[src/rtl/text_cursor_ctrl.sv]
// Write-side controller for the text character RAM: decodes UART bytes and drives cursor-managed RAM writes.
// Optional feature: define TEXT_CLEAR_ON_RESET_EN to sweep the screen with spaces after every reset.
module text_cursor_ctrl #(
   parameter int COLS  = 32,
   parameter int ROWS  = 4,
   parameter int COL_W = 5,
   parameter int ROW_W = 2
) (
   input  logic             clk,
   input  logic             reset,
   input  logic             rx_valid,
   input  logic [7:0]       rx_data,
   output logic             rx_ready,
   output logic             ram_we,
   output logic [ROW_W-1:0] ram_row,
   output logic [COL_W-1:0] ram_col,
   output logic [7:0]       ram_wdata,
   output logic [ROW_W-1:0] cur_row,
   output logic [COL_W-1:0] cur_col,
   output logic             busy
);

   localparam logic [COL_W-1:0] COL_LAST = COL_W'(COLS - 1);
   localparam logic [ROW_W-1:0] ROW_LAST = ROW_W'(ROWS - 1);
   localparam logic [7:0]       CH_SPACE = 8'h20;
   localparam logic [7:0]       CH_CR    = 8'h0D;
   localparam logic [7:0]       CH_LF    = 8'h0A;
   localparam logic [7:0]       CH_BS    = 8'h08;
   localparam logic [7:0]       CH_FF    = 8'h0C;

   typedef enum logic {
      S_IDLE  = 1'b0,
      S_CLEAR = 1'b1
   } state_t;

   state_t           state_q, state_d;
   logic [ROW_W-1:0] cur_row_q, cur_row_d;
   logic [COL_W-1:0] cur_col_q, cur_col_d;
   logic [ROW_W-1:0] swp_row_q, swp_row_d;
   logic [COL_W-1:0] swp_col_q, swp_col_d;
   logic             swp_done_q, swp_done_d;
   logic             ram_we_q, ram_we_d;
   logic [ROW_W-1:0] ram_row_q, ram_row_d;
   logic [COL_W-1:0] ram_col_q, ram_col_d;
   logic [7:0]       ram_wdata_q, ram_wdata_d;
   logic             rx_ready_q, rx_ready_d;
   logic             busy_q, busy_d;

   logic             accept;
   logic             printable;
   logic [ROW_W-1:0] row_inc;
   logic [COL_W-1:0] col_inc;
   logic [ROW_W-1:0] swp_src_row;
   logic [COL_W-1:0] swp_src_col;
   logic [ROW_W-1:0] swp_nxt_row;
   logic [COL_W-1:0] swp_nxt_col;
   logic             swp_nxt_done;

   assign accept    = rx_valid && rx_ready_q;
   assign printable = (rx_data >= 8'h20) && (rx_data <= 8'h7E);
   assign row_inc   = (cur_row_q == ROW_LAST) ? '0 : cur_row_q + 1'b1;
   assign col_inc   = (cur_col_q == COL_LAST) ? '0 : cur_col_q + 1'b1;

   // The FF accept itself writes cell (0,0), so the sweep pointer steps from
   // the origin when idle and from the live pointer while clearing.
   assign swp_src_row = (state_q == S_IDLE) ? '0 : swp_row_q;
   assign swp_src_col = (state_q == S_IDLE) ? '0 : swp_col_q;

   always_comb begin
      swp_nxt_row  = swp_src_row;
      swp_nxt_col  = swp_src_col + 1'b1;
      swp_nxt_done = 1'b0;
      if (swp_src_col == COL_LAST) begin
         swp_nxt_col = '0;
         if (swp_src_row == ROW_LAST) begin
            swp_nxt_row  = '0;
            swp_nxt_done = 1'b1;
         end else begin
            swp_nxt_row = swp_src_row + 1'b1;
         end
      end
   end

   always_comb begin
      state_d     = state_q;
      cur_row_d   = cur_row_q;
      cur_col_d   = cur_col_q;
      swp_row_d   = swp_row_q;
      swp_col_d   = swp_col_q;
      swp_done_d  = swp_done_q;
      ram_we_d    = 1'b0;
      ram_row_d   = ram_row_q;
      ram_col_d   = ram_col_q;
      ram_wdata_d = ram_wdata_q;
      rx_ready_d  = rx_ready_q;
      busy_d      = busy_q;

      case (state_q)
         S_IDLE: begin
            if (accept) begin
               if (printable) begin
                  ram_we_d    = 1'b1;
                  ram_row_d   = cur_row_q;
                  ram_col_d   = cur_col_q;
                  ram_wdata_d = rx_data;
                  cur_col_d   = col_inc;
                  if (cur_col_q == COL_LAST) begin
                     cur_row_d = row_inc;
                  end
               end else begin
                  case (rx_data)
                     CH_CR: begin
                        cur_col_d = '0;
                     end
                     CH_LF: begin
                        cur_col_d = '0;
                        cur_row_d = row_inc;
                     end
                     CH_BS: begin
                        if (cur_col_q != '0) begin
                           ram_we_d    = 1'b1;
                           ram_row_d   = cur_row_q;
                           ram_col_d   = cur_col_q - 1'b1;
                           ram_wdata_d = CH_SPACE;
                           cur_col_d   = cur_col_q - 1'b1;
                        end else if (cur_row_q != '0) begin
                           ram_we_d    = 1'b1;
                           ram_row_d   = cur_row_q - 1'b1;
                           ram_col_d   = COL_LAST;
                           ram_wdata_d = CH_SPACE;
                           cur_row_d   = cur_row_q - 1'b1;
                           cur_col_d   = COL_LAST;
                        end
                     end
                     CH_FF: begin
                        state_d     = S_CLEAR;
                        rx_ready_d  = 1'b0;
                        busy_d      = 1'b1;
                        ram_we_d    = 1'b1;
                        ram_row_d   = '0;
                        ram_col_d   = '0;
                        ram_wdata_d = CH_SPACE;
                        swp_row_d   = swp_nxt_row;
                        swp_col_d   = swp_nxt_col;
                        swp_done_d  = swp_nxt_done;
                     end
                     default: begin
                     end
                  endcase
               end
            end
         end

         S_CLEAR: begin
            if (swp_done_q) begin
               state_d    = S_IDLE;
               rx_ready_d = 1'b1;
               busy_d     = 1'b0;
               cur_row_d  = '0;
               cur_col_d  = '0;
               swp_row_d  = '0;
               swp_col_d  = '0;
               swp_done_d = 1'b0;
            end else begin
               ram_we_d    = 1'b1;
               ram_row_d   = swp_row_q;
               ram_col_d   = swp_col_q;
               ram_wdata_d = CH_SPACE;
               swp_row_d   = swp_nxt_row;
               swp_col_d   = swp_nxt_col;
               swp_done_d  = swp_nxt_done;
            end
         end

         default: begin
            state_d = S_IDLE;
         end
      endcase
   end

   always_ff @(posedge clk or negedge reset) begin
      if (!reset) begin
`ifdef TEXT_CLEAR_ON_RESET_EN
         state_q    <= S_CLEAR;
         rx_ready_q <= 1'b0;
         busy_q     <= 1'b1;
`else
         state_q    <= S_IDLE;
         rx_ready_q <= 1'b1;
         busy_q     <= 1'b0;
`endif
         cur_row_q   <= '0;
         cur_col_q   <= '0;
         swp_row_q   <= '0;
         swp_col_q   <= '0;
         swp_done_q  <= 1'b0;
         ram_we_q    <= 1'b0;
         ram_row_q   <= '0;
         ram_col_q   <= '0;
         ram_wdata_q <= 8'h00;
      end else begin
         state_q     <= state_d;
         rx_ready_q  <= rx_ready_d;
         busy_q      <= busy_d;
         cur_row_q   <= cur_row_d;
         cur_col_q   <= cur_col_d;
         swp_row_q   <= swp_row_d;
         swp_col_q   <= swp_col_d;
         swp_done_q  <= swp_done_d;
         ram_we_q    <= ram_we_d;
         ram_row_q   <= ram_row_d;
         ram_col_q   <= ram_col_d;
         ram_wdata_q <= ram_wdata_d;
      end
   end

   assign rx_ready  = rx_ready_q;
   assign busy      = busy_q;
   assign ram_we    = ram_we_q;
   assign ram_row   = ram_row_q;
   assign ram_col   = ram_col_q;
   assign ram_wdata = ram_wdata_q;
   assign cur_row   = cur_row_q;
   assign cur_col   = cur_col_q;

endmodule

[config.mk]
export PLATFORM = sky130hd
export DESIGN_NAME = text_cursor_ctrl
export DESIGN_NICKNAME = d
export VERILOG_FILES = /design/src/rtl/text_cursor_ctrl.sv
export SDC_FILE = /design/constraint.sdc
export NUM_CORES = 1
export LEC_CHECK = 0
export CELL_PAD_IN_SITES_DETAIL_PLACEMENT = 0
export CELL_PAD_IN_SITES_GLOBAL_PLACEMENT = 1
export CORE_MARGIN = 2
export CORE_UTILIZATION = 41
export CTS_BUF_LIST = sky130_fd_sc_hd__clkbuf_16
export CTS_CLUSTER_SIZE = 8
export DETAILED_ROUTE_END_ITERATION = 8
export PLACE_DENSITY = 0.88
export SLEW_MARGIN = 0
export SYNTH_ARGS = -nofsm -noshare
export SYNTH_HDL_FRONTEND = slang
export SYNTH_SLANG_ARGS = --single-unit
[constraint.sdc]
create_clock -name clk -period 2.44 [get_ports clk]
set_input_delay 0.732 -clock clk [delete_from_list [all_inputs] [get_ports clk]]
set_output_delay 0.732 -clock clk [all_outputs]
set_load 0.05 [all_outputs]
# Word-level counts from Yosys, hierarchy flattened

Cells that the tools add are included.

Register bits: 34
Output and inout bits: 25

Magnitude comparators: 2
Reduce and logical (&&, ||, !) cells: 10
Multiplexer cells: 78
Add/sub/neg operators: 6
Bitwise operators: 1
Equality and inequality tests: 20

Operators by type and width:

| kind                                                                                 | number |
|---|---|
| 5-bit two-way mux                                                                    | 15 |
| 5-bit one-hot mux with 2 select lines                                                | 5 |
| 8-bit two-way mux                                                                    | 5 |
| 2-bit two-way mux                                                                    | 18 |
| 8-bit by 4-bit == test with 1-bit output (second input constant)                     | 4 |
| 8-bit one-hot mux with 2 select lines                                                | 2 |
| 1-bit two-way mux                                                                    | 22 |
| 2-bit one-hot mux with 2 select lines                                                | 5 |
| 1-bit one-hot mux with 2 select lines                                                | 6 |
| 4-bit AND reduction                                                                  | 3 |
| 5-bit by 1-bit adder with 5-bit output (second input constant)                       | 2 |
| 5-bit == test (second input constant)                                                | 2 |
| 8-bit by 6-bit greater-or-equal comparator with 1-bit output (second input constant) | 1 |
| 8-bit by 7-bit less-or-equal comparator with 1-bit output (second input constant)    | 1 |
| 4-bit by 2-bit inequality test with 1-bit output (second input constant)             | 2 |
| 4-bit inequality test (second input constant)                                        | 2 |
| 2-bit inequality test (second input constant)                                        | 3 |
| 6-bit AND reduction                                                                  | 1 |
| 5-bit inequality test (second input constant)                                        | 1 |
| 5-bit nonzero test                                                                   | 1 |
| 5-bit by 1-bit subtractor with 5-bit output (second input constant)                  | 1 |
| 2-bit by 1-bit adder with 2-bit output (second input constant)                       | 2 |
| 2-bit == test (second input constant)                                                | 2 |
| 2-bit by 1-bit inequality test with 1-bit output (second input constant)             | 2 |
| 8 further kinds                                                                      | 9 |

# Logic depth before layout (Yosys ltp)

Gate-level depths: netlist of the first run.

Word-level depth: 8
Gate-level depth with buffers: 10
Mapped depth without buffers: 8

# Least setup slack after synthesis of the first run

Ideal clock, no wire load.

Kind: register -> register
From: register cur_col_q[0], in the netlist cur_col[0]
To: register ram_row_q[0], in the netlist ram_row[0]
Path buffers: 1
Slack: 126 ps
Data required time: 2315 ps
Arrival time: 2189 ps
Library setup time: 125 ps
Stages on the path, launching flop included: 9
Path through: dfrtp_1 > inv_1 > ha_1 > nor4b_4 > nand2_2 > a21oi_2 > a31oi_4 > buf_8 > mux2_4

Longest elaborated chain between the ends: 6
Elaborated cells on any way between the ends: 8
Classes of those cells: eq/ne: 1; mux: 5; reduce/logical: 2

Ends and longest elaborated chain:

| what                                  | RTL line | text |
|---|---|---|
| start: declaration                    | 38       | `logic [COL_W-1:0] cur_col_q, cur_col_d;` |
| start signal: assignment              | 206      | `cur_col_q <= cur_col_d;` |
| 5-bit nonzero test *                  | 120      | `if (cur_col_q != '0) begin` |
| 2-bit two-way mux                     | 120      |  |
| 2-bit one-hot mux with 2 select lines | 111      | `case (rx_data)` |
| 2-bit two-way mux                     | 101      | `if (printable) begin` |
| 2-bit two-way mux                     | 100      | `if (accept) begin` |
| 2-bit one-hot mux with 2 select lines | 98       | `case (state_q)` |
| end signal: assignment                | 211      | `ram_row_q <= ram_row_d;` |
| end: declaration                      | 43       | `logic [ROW_W-1:0] ram_row_q, ram_row_d;` |

Mark *: on every way between the ends. The rest lies on a longest branch, timed or not. The select of a mux whose other input is x is not followed.
A chain may end at the register's enable or synchronous reset.

# Worst setup path after layout of the first run

From: input rx_data[2]
To: register ram_row_q[0], in the netlist ram_row[0]

Longest elaborated chain between the ends: 5
Elaborated cells on any way between the ends: 12
Classes of those cells: order compare: 2; eq/ne: 4; mux: 4; reduce/logical: 2

Ends and longest elaborated chain:

| what                                                                                 | RTL line | text |
|---|---|---|
| start: declaration                                                                   | 12       | `input logic [7:0] rx_data,` |
| 8-bit by 6-bit greater-or-equal comparator with 1-bit output (tied with other cells) | 60       | `assign printable = (rx_data >= 8'h20) && (rx_data <= 8'h7E);` |
| 1-bit logical AND / 2-bit one-hot mux with 2 select lines (equally long branches)    | 60, 111  |  |
| 2-bit two-way mux                                                                    | 101      |  |
| 2-bit two-way mux                                                                    | 100      |  |
| 2-bit one-hot mux with 2 select lines                                                | 98       |  |

Parallel ways exist; a longest one is shown, timed or not. The select of a mux whose other input is x is not followed.

==> Implementation_results.wiki, run 1 <==
{| class="wikitable"
! Metric !! Value
|-
| Result of the run || complete, no violations
|-
| Most instantiated cells after synthesis || sky130_fd_sc_hd__dfrtp_1, sky130_fd_sc_hd__nand2_1, sky130_fd_sc_hd__mux2i_1
|-
| Largest area contributor in the netlist || sky130_fd_sc_hd__dfrtp_1
|-
| Count of inserted antenna diode cells || 0
|-
| Static leakage || 1.434 nW
|-
| Endpoint of the worst-slack reg-to-reg timing path || swp_row_q[1]
|-
| Count of input and output buffers || 35
|-
| Critical Path AT || 2540 ps
|-
| Total Routed Length || 5.755 mm
|-
| Wire length of the first global-routing pass || 9.729 mm
|-
| Worst Path Class, Setup || in2reg
|-
| Core Region || 0.005140 mm^2
|-
| CP required || 2600 ps
|-
| Maximum fanout along the worst path || 9
|-
| Total I/O pin count || 36
|-
| Final core utilization || 59.30%
|-
| Final Skew || 2.427 ps
|-
| Number of clock buffers inserted by TritonCTS || 5
|-
| Hold-fix buffers at CTS || 0
|-
| Layout fillers || 466
|-
| Pin count of the biggest net entering global routing || 35
|-
| Final net count || 317
|-
| Fraction of synthesized cell area taken by the top area cell type || 37.35%
|-
| Async SR Flop Fraction || 100.0%
|-
| Final hold vios || 0
|-
| Netlist Area Pre-Place || 0.002211 mm^2
|-
| Number of max-cap violations || 0
|-
| Total of flip-flops plus latches after synthesis || 34
|-
| Grt ovf || 0
|-
| Area added between synthesis and finish || 37.86%
|-
| Cell Count Post-Placement || 361
|-
| Clock root buffer master || sky130_fd_sc_hd__clkbuf_16
|-
| Leading post-synthesis cells by cell area || sky130_fd_sc_hd__dfrtp_1, sky130_fd_sc_hd__mux2i_1, sky130_fd_sc_hd__ha_1
|-
| Detailed Routing Iterations Pass 1 || 4
|-
| Hold slack || 497.2 ps
|-
| Register-to-register setup slack || 320 ps
|-
| Setup Viol. Count Final || 0
|-
| Routed via count || 1963
|-
| Floorplan die area || 0.005995 mm^2
|-
| Hold Crit Start || ram_wdata[7]
|-
| DRC errors left || 0
|-
| Time the final worst path needs with I/O delays and setup || 2384 ps
|-
| Type of destination of the critical path || flop
|-
| Via count of the first global-routing pass || 1927
|-
| Die Y-Extent || 77.43 um
|-
| Global router's overall resource usage || 20.45%
|-
| Clk_lat worst skew || 280 ps
|-
| Library cells used by synthesis || 56
|-
| Startpoint of the worst register-to-register path || state_q
|-
| Starting Density || 43.01%
|-
| Number of antenna violations at the first check in global routing || 0
|-
| Pins Over Slew Limit || 0
|-
| Dominant register cell in the synthesized netlist || sky130_fd_sc_hd__dfrtp_1
|-
| Number of cells on the worst hold path || 2
|-
| Number of enable-type register cells in the synthesized netlist || 0
|-
| H-tree levels || 2
|-
| Via-per-instance ratio || 5.320
|-
| Worst-Margin Slew || 514.4 ps
|-
| Endpoint with the worst hold slack || ram_wdata[7]
|-
| Non-Filler Instances || 369
|-
| Clock input transition at the sequential cells of the worst setup and hold paths || 50 ps
|-
| Critical path startpoint category || input port
|-
| Max_slew headroom || 65.60%
|-
| Die width || 77.43 um
|-
| Final weighted congestion of routability-driven global placement || 0.9081
|-
| Fmax || 0.4195 GHz
|-
| Areal power density over the cells || 654.8 mW/mm^2
|-
| Placed wire-length estimate || 4.279 mm
|-
| TritonCTS clock tree || done
|-
| Post-Synthesis Net Count || 246
|-
| Hold WC Path Type || reg2reg
|-
| Worst Reg2Reg Path Length in Cells || 7
|-
| Dominant cell by count in the synthesized netlist || sky130_fd_sc_hd__dfrtp_1
|-
| YS warnings || 0
|-
| Post-Synthesis Mean Instance Area || 9.740 um^2
|-
| Setup_tns || 0 ps
|-
| Initial drt markers || 132
|-
| Fraction of layout instances using a drive strength above 1 || 23.08%
|-
| Post-DR wirelength/cell || 15.60 um
|-
| Maximum number of buffers from clock root to sink || 2
|-
| Seq/Total Area, Yosys || 38.54%
|-
| Number of antenna-violating nets in the routed design || 0
|-
| Cell count after synthesis || 227
|-
| CTS sink cnt || 34
|-
| Peak ir drop on the vdd network || 0.3315 mV
|-
| Standard-cell row count || 26
|-
| Final cycle utilization of the critical path || 97.70%
|-
| Unrepaired setup endpoints after global routing || true
|}
[layout make-up]
| cell class | count | area, um^2 | area share (%) |
|---|---|---|---|
| Clock buffer | 5 | 125.1 | 4.105 |
| Clock inverter | 3 | 11.26 | 0.3695 |
| Inverter | 15 | 56.30 | 1.847 |
| Multi-Input combinational cell | 168 | 1260 | 41.34 |
| Sequential cell | 34 | 852.1 | 27.96 |
| Tap cell | 70 | 87.58 | 2.874 |
| Timing Repair Buffer | 74 | 655.6 | 21.51 |
[kinds of logic after synthesis]
family	Yosys count	synth area share, %
simple gates	76	19.13
fa+ha+maj	8	4.528
mux	25	12.17
compound gates	53	18.11
buf+inv	25	5.149
xor+xnor	6	2.377
flops	34	38.54
[layout by cell type, fill, tap and decap left out, drive strengths merged, types with 3 or more instances in the layout]
cell type      Yosys  final
a21oi              7      7
clkdlybuf4s50      0     27
a32o               3      3
mux2i             16     16
o21ai              8      8
nand2             22     22
dlymetal6s2s       0      4
nor4b              3      3
buf                4     43
a22oi              4      4
dfrtp             33     33
xnor2              4      4
mux2               9      9
o22ai              4      4
a31oi              4      4
and2               8      8
nor2              13     13
inv               15     17
clkbuf             6      5
ha                 8      8
and3               3      3
nand3             12     12
nor2b              3      3
[stage by stage]
| step | setup slack, ps | area, um^2 | total power, mW |
|---|---|---|---|
| after floorplan | 125.7 | 2211 | 1.143 |
| after global placement | -247.6 | 2887 | 1.406 |
| after detailed placement | -280.3 | 2887 | 1.415 |
| after CTS | 14.03 | 3028 | 2.008 |
| after global routing | -25.04 | 3048 | 2.090 |
| final | 56.22 | 3048 | 1.996 |
[where the power goes]
group,switching [mW],leakage [nW],internal (mW)
registers,0.0643,0.425,0.647
logic,0.419,0.936,0.276
clock network,0.223,0.0738,0.367
total,0.706,1.43,1.29
[worst max path at each step]
stage,cells past startpoint,start,endpoint
6_report,8,rx_data[2],ram_row[0]
5_1_grt,7,rx_data[0],ram_col[4]
3_5_place_dp,7,rx_data[1],ram_wdata[5]
3_3_place_gp,9,rx_data[1],ram_row[1]
2_1_floorplan,8,cur_col[0],ram_row[0]
4_1_cts,7,rx_data[1],ram_wdata[5]
[metal layers]
metal	vias to the layer above	track usage, %	wire, um
li1	969	-	-
met1	927	28.51	2722
met2	58	31.83	2615
met3	9	4.070	320
met4	0	6.786	97
met5	-	0	0
[critical path, cell delays in order]
cell	delay, ps
sky130_fd_sc_hd__clkdlybuf4s50_1	500
sky130_fd_sc_hd__buf_4	130
sky130_fd_sc_hd__nand4_1	120
sky130_fd_sc_hd__o21a_2	280
sky130_fd_sc_hd__a21oi_2	170
sky130_fd_sc_hd__a31oi_4	130
sky130_fd_sc_hd__buf_12	180
sky130_fd_sc_hd__mux2_4	290
[what timing repair did]
action                                  in CTS  in global routing
pin swaps                                    0                  2
setup buffers                                0                  0
cloned                                       0                  0
resized for setup                            1                  7
endpoints found under the setup margin       6                 18
[registers in the layout, summed over array words and instances (netlist names), 2 cells and up]
signal	count
cur_col	5
ram_col	5
ram_row	2
swp_col_q	5
swp_row_q	2
ram_wdata	8
cur_row	2
No activity file was read; power rests on OpenSTA's default activity.
==> inputs of run 2 (changes only) <==
--- a/config.mk
+++ b/config.mk
@@ -12,6 +12,7 @@
 export CTS_BUF_LIST = sky130_fd_sc_hd__clkbuf_16
 export CTS_CLUSTER_SIZE = 8
 export DETAILED_ROUTE_END_ITERATION = 8
+export GPL_TIMING_DRIVEN = 0
 export PLACE_DENSITY = 0.88
 export SLEW_MARGIN = 0
 export SYNTH_ARGS = -nofsm -noshare
==> run 2 against run 1 <==
Effect of this change:
- critical path depth decreased by 7
- largest power group unchanged
- register-to-register slack got worse by 140 ps
- first-iteration DRC count increased by 6.1%
- clock skew increased by 4.3 ps
- die area unchanged
- critical path type is now reg2out
==> Implementation_results.wiki, run 2 (same netlist as run 1, synthesis figures left out) <==
{| class="wikitable"
! Metric !! Value
|-
| Area added between synthesis and finish || 33.50%
|-
| Worst Reg2Reg Path Length in Cells || 10
|-
| TritonCTS clock tree || done
|-
| Number of cells on the worst hold path || 2
|-
| Time the final worst path needs with I/O delays and setup || 2367 ps
|-
| Final Skew || 6.716 ps
|-
| Setup_tns || 0 ps
|-
| Total I/O pin count || 36
|-
| Wire length of the first global-routing pass || 9.197 mm
|-
| Starting Density || 43.01%
|-
| Worst-Margin Slew || 761.7 ps
|-
| Clk_lat worst skew || 280 ps
|-
| Final hold vios || 0
|-
| Clock input transition at the sequential cells of the worst setup and hold paths || 60 ps
|-
| Critical Path AT || 1630 ps
|-
| Die width || 77.43 um
|-
| Cell Count Post-Placement || 332
|-
| Final weighted congestion of routability-driven global placement || 0.8813
|-
| Clock root buffer master || sky130_fd_sc_hd__clkbuf_16
|-
| Number of antenna-violating nets in the routed design || 0
|-
| Max_slew headroom || 49.22%
|-
| Pin count of the biggest net entering global routing || 35
|-
| H-tree levels || 2
|-
| Number of max-cap violations || 0
|-
| Areal power density over the cells || 671.6 mW/mm^2
|-
| Critical Path Stages || 1
|-
| Maximum number of buffers from clock root to sink || 2
|-
| Core Region || 0.005140 mm^2
|-
| Total Routed Length || 5.603 mm
|-
| Hold-fix buffers at CTS || 0
|-
| Final cycle utilization of the critical path || 96.99%
|-
| Peak ir drop on the vdd network || 0.3436 mV
|-
| Post-DR wirelength/cell || 16.05 um
|-
| Result of the run || complete, no violations
|-
| Routed via count || 1938
|-
| Placed wire-length estimate || 3.902 mm
|-
| DRC errors left || 0
|-
| Die Y-Extent || 77.43 um
|-
| Unrepaired setup endpoints after global routing || false
|-
| Final core utilization || 57.42%
|-
| Critical path cell sequence || clkdlybuf4s50_1
|-
| Fraction of layout instances using a drive strength above 1 || 18.28%
|-
| Layout fillers || 491
|-
| Commonest cells after routing, fill and taps aside || sky130_fd_sc_hd__dfrtp_1, sky130_fd_sc_hd__clkdlybuf4s50_1, sky130_fd_sc_hd__nand2_1
|-
| Commonest non-fill, non-tap cell in the layout || sky130_fd_sc_hd__dfrtp_1
|-
| Non-Filler Instances || 349
|-
| Via-per-instance ratio || 5.553
|-
| Detailed Routing Iterations Pass 1 || 4
|-
| Number of flip-flops under the largest register name || 8
|-
| Static leakage || 1.339 nW
|-
| Top cell family by delay on the critical path || buffers and inverters
|-
| Setup Viol. Count Final || 0
|-
| Global router's overall resource usage || 19.46%
|-
| Pins Over Slew Limit || 0
|-
| Hold WC Path Type || reg2reg
|-
| Count of inserted antenna diode cells || 0
|-
| Buf/Inv on CP || 1
|-
| Maximum fanout along the worst path || 9
|-
| Floorplan die area || 0.005995 mm^2
|-
| Register-to-register setup slack || 180 ps
|-
| CP required || 1710 ps
|-
| Count of input and output buffers || 35
|-
| Stage delay of the slowest cell on the critical path || 860 ps
|-
| Number of antenna violations at the first check in global routing || 0
|-
| Number of clock buffers inserted by TritonCTS || 5
|-
| Final net count || 297
|-
| Worst Path Class, Setup || reg2out
|-
| Critical path's slowest cell || sky130_fd_sc_hd__clkdlybuf4s50_1
|-
| Fmax || 0.4226 GHz
|-
| Via count of the first global-routing pass || 1799
|-
| Initial drt markers || 140
|-
| CTS sink cnt || 34
|-
| Critical path startpoint category || flop
|-
| Type of destination of the critical path || output pin
|-
| Standard-cell row count || 26
|-
| Grt ovf || 0
|}
[run 2: layout make-up]
type                    instances  area, um^2  share of cell area (%)
flip-flops and latches         34       853.3                   28.91
inverters                      15       56.30                   1.908
clock buffers                   5       125.1                   4.239
plain buffers                  10       72.57                   2.459
well taps                      70       87.58                   2.967
multi-input cells             168        1318                   44.64
repair buffers                 44       422.9                   14.33
clock inverters                 3       16.27                  0.5511
[run 2: where the power goes]
| group | switching (mW) | internal (mW) |
|---|---|---|
| sequential | 0.0547 | 0.646 |
| clock | 0.235 | 0.372 |
| combinational | 0.419 | 0.255 |
[run 2: through the flow]
step	power (mW)	area, um^2	hold WS [ps]	worst slack, ps
after CTS	1.992	2884	501.5	21.15
after detailed placement	1.373	2644	493.6	-601.6
after global routing	2.078	2952	522.6	14.96
after global placement	1.366	2649	486.1	-600.4
after floorplan	1.143	2211	436.4	125.7
final	1.982	2952	500.0	73.42
[run 2: final timing paths]
kind,from,endpoint
setup / recovery,cur_col[0],cur_col[0]
hold / removal,ram_wdata[7],ram_wdata[7]
setup reg to reg,state_q,swp_done_q
hold reg to reg,ram_wdata[7],ram_wdata[7]
max in group asynchronous,reset,state_q
min in group asynchronous,reset,ram_wdata[3]
[run 2: timing repair]
item,in CTS,in global routing
gates resized for setup,19,11
setup buffers,6,3
pin swaps,3,1
endpoints found under the setup margin,26,19
endpoints found under the hold margin,0,0
[run 2: routing by layer]
metal	up-vias	GRT usage (%)	wire length, um
li1	939	-	-
met1	929	27.33	2606
met2	64	30.43	2691
met3	6	3.372	248
met4	0	6.429	57
met5	-	0	0
[run 2: tightest hold or removal path: cells and delay by family, from the launching register on]
family / cells / cell delay (ps)
buf+inv: 1 / 50
flops: 1 / 380
simple gates: 1 / 40
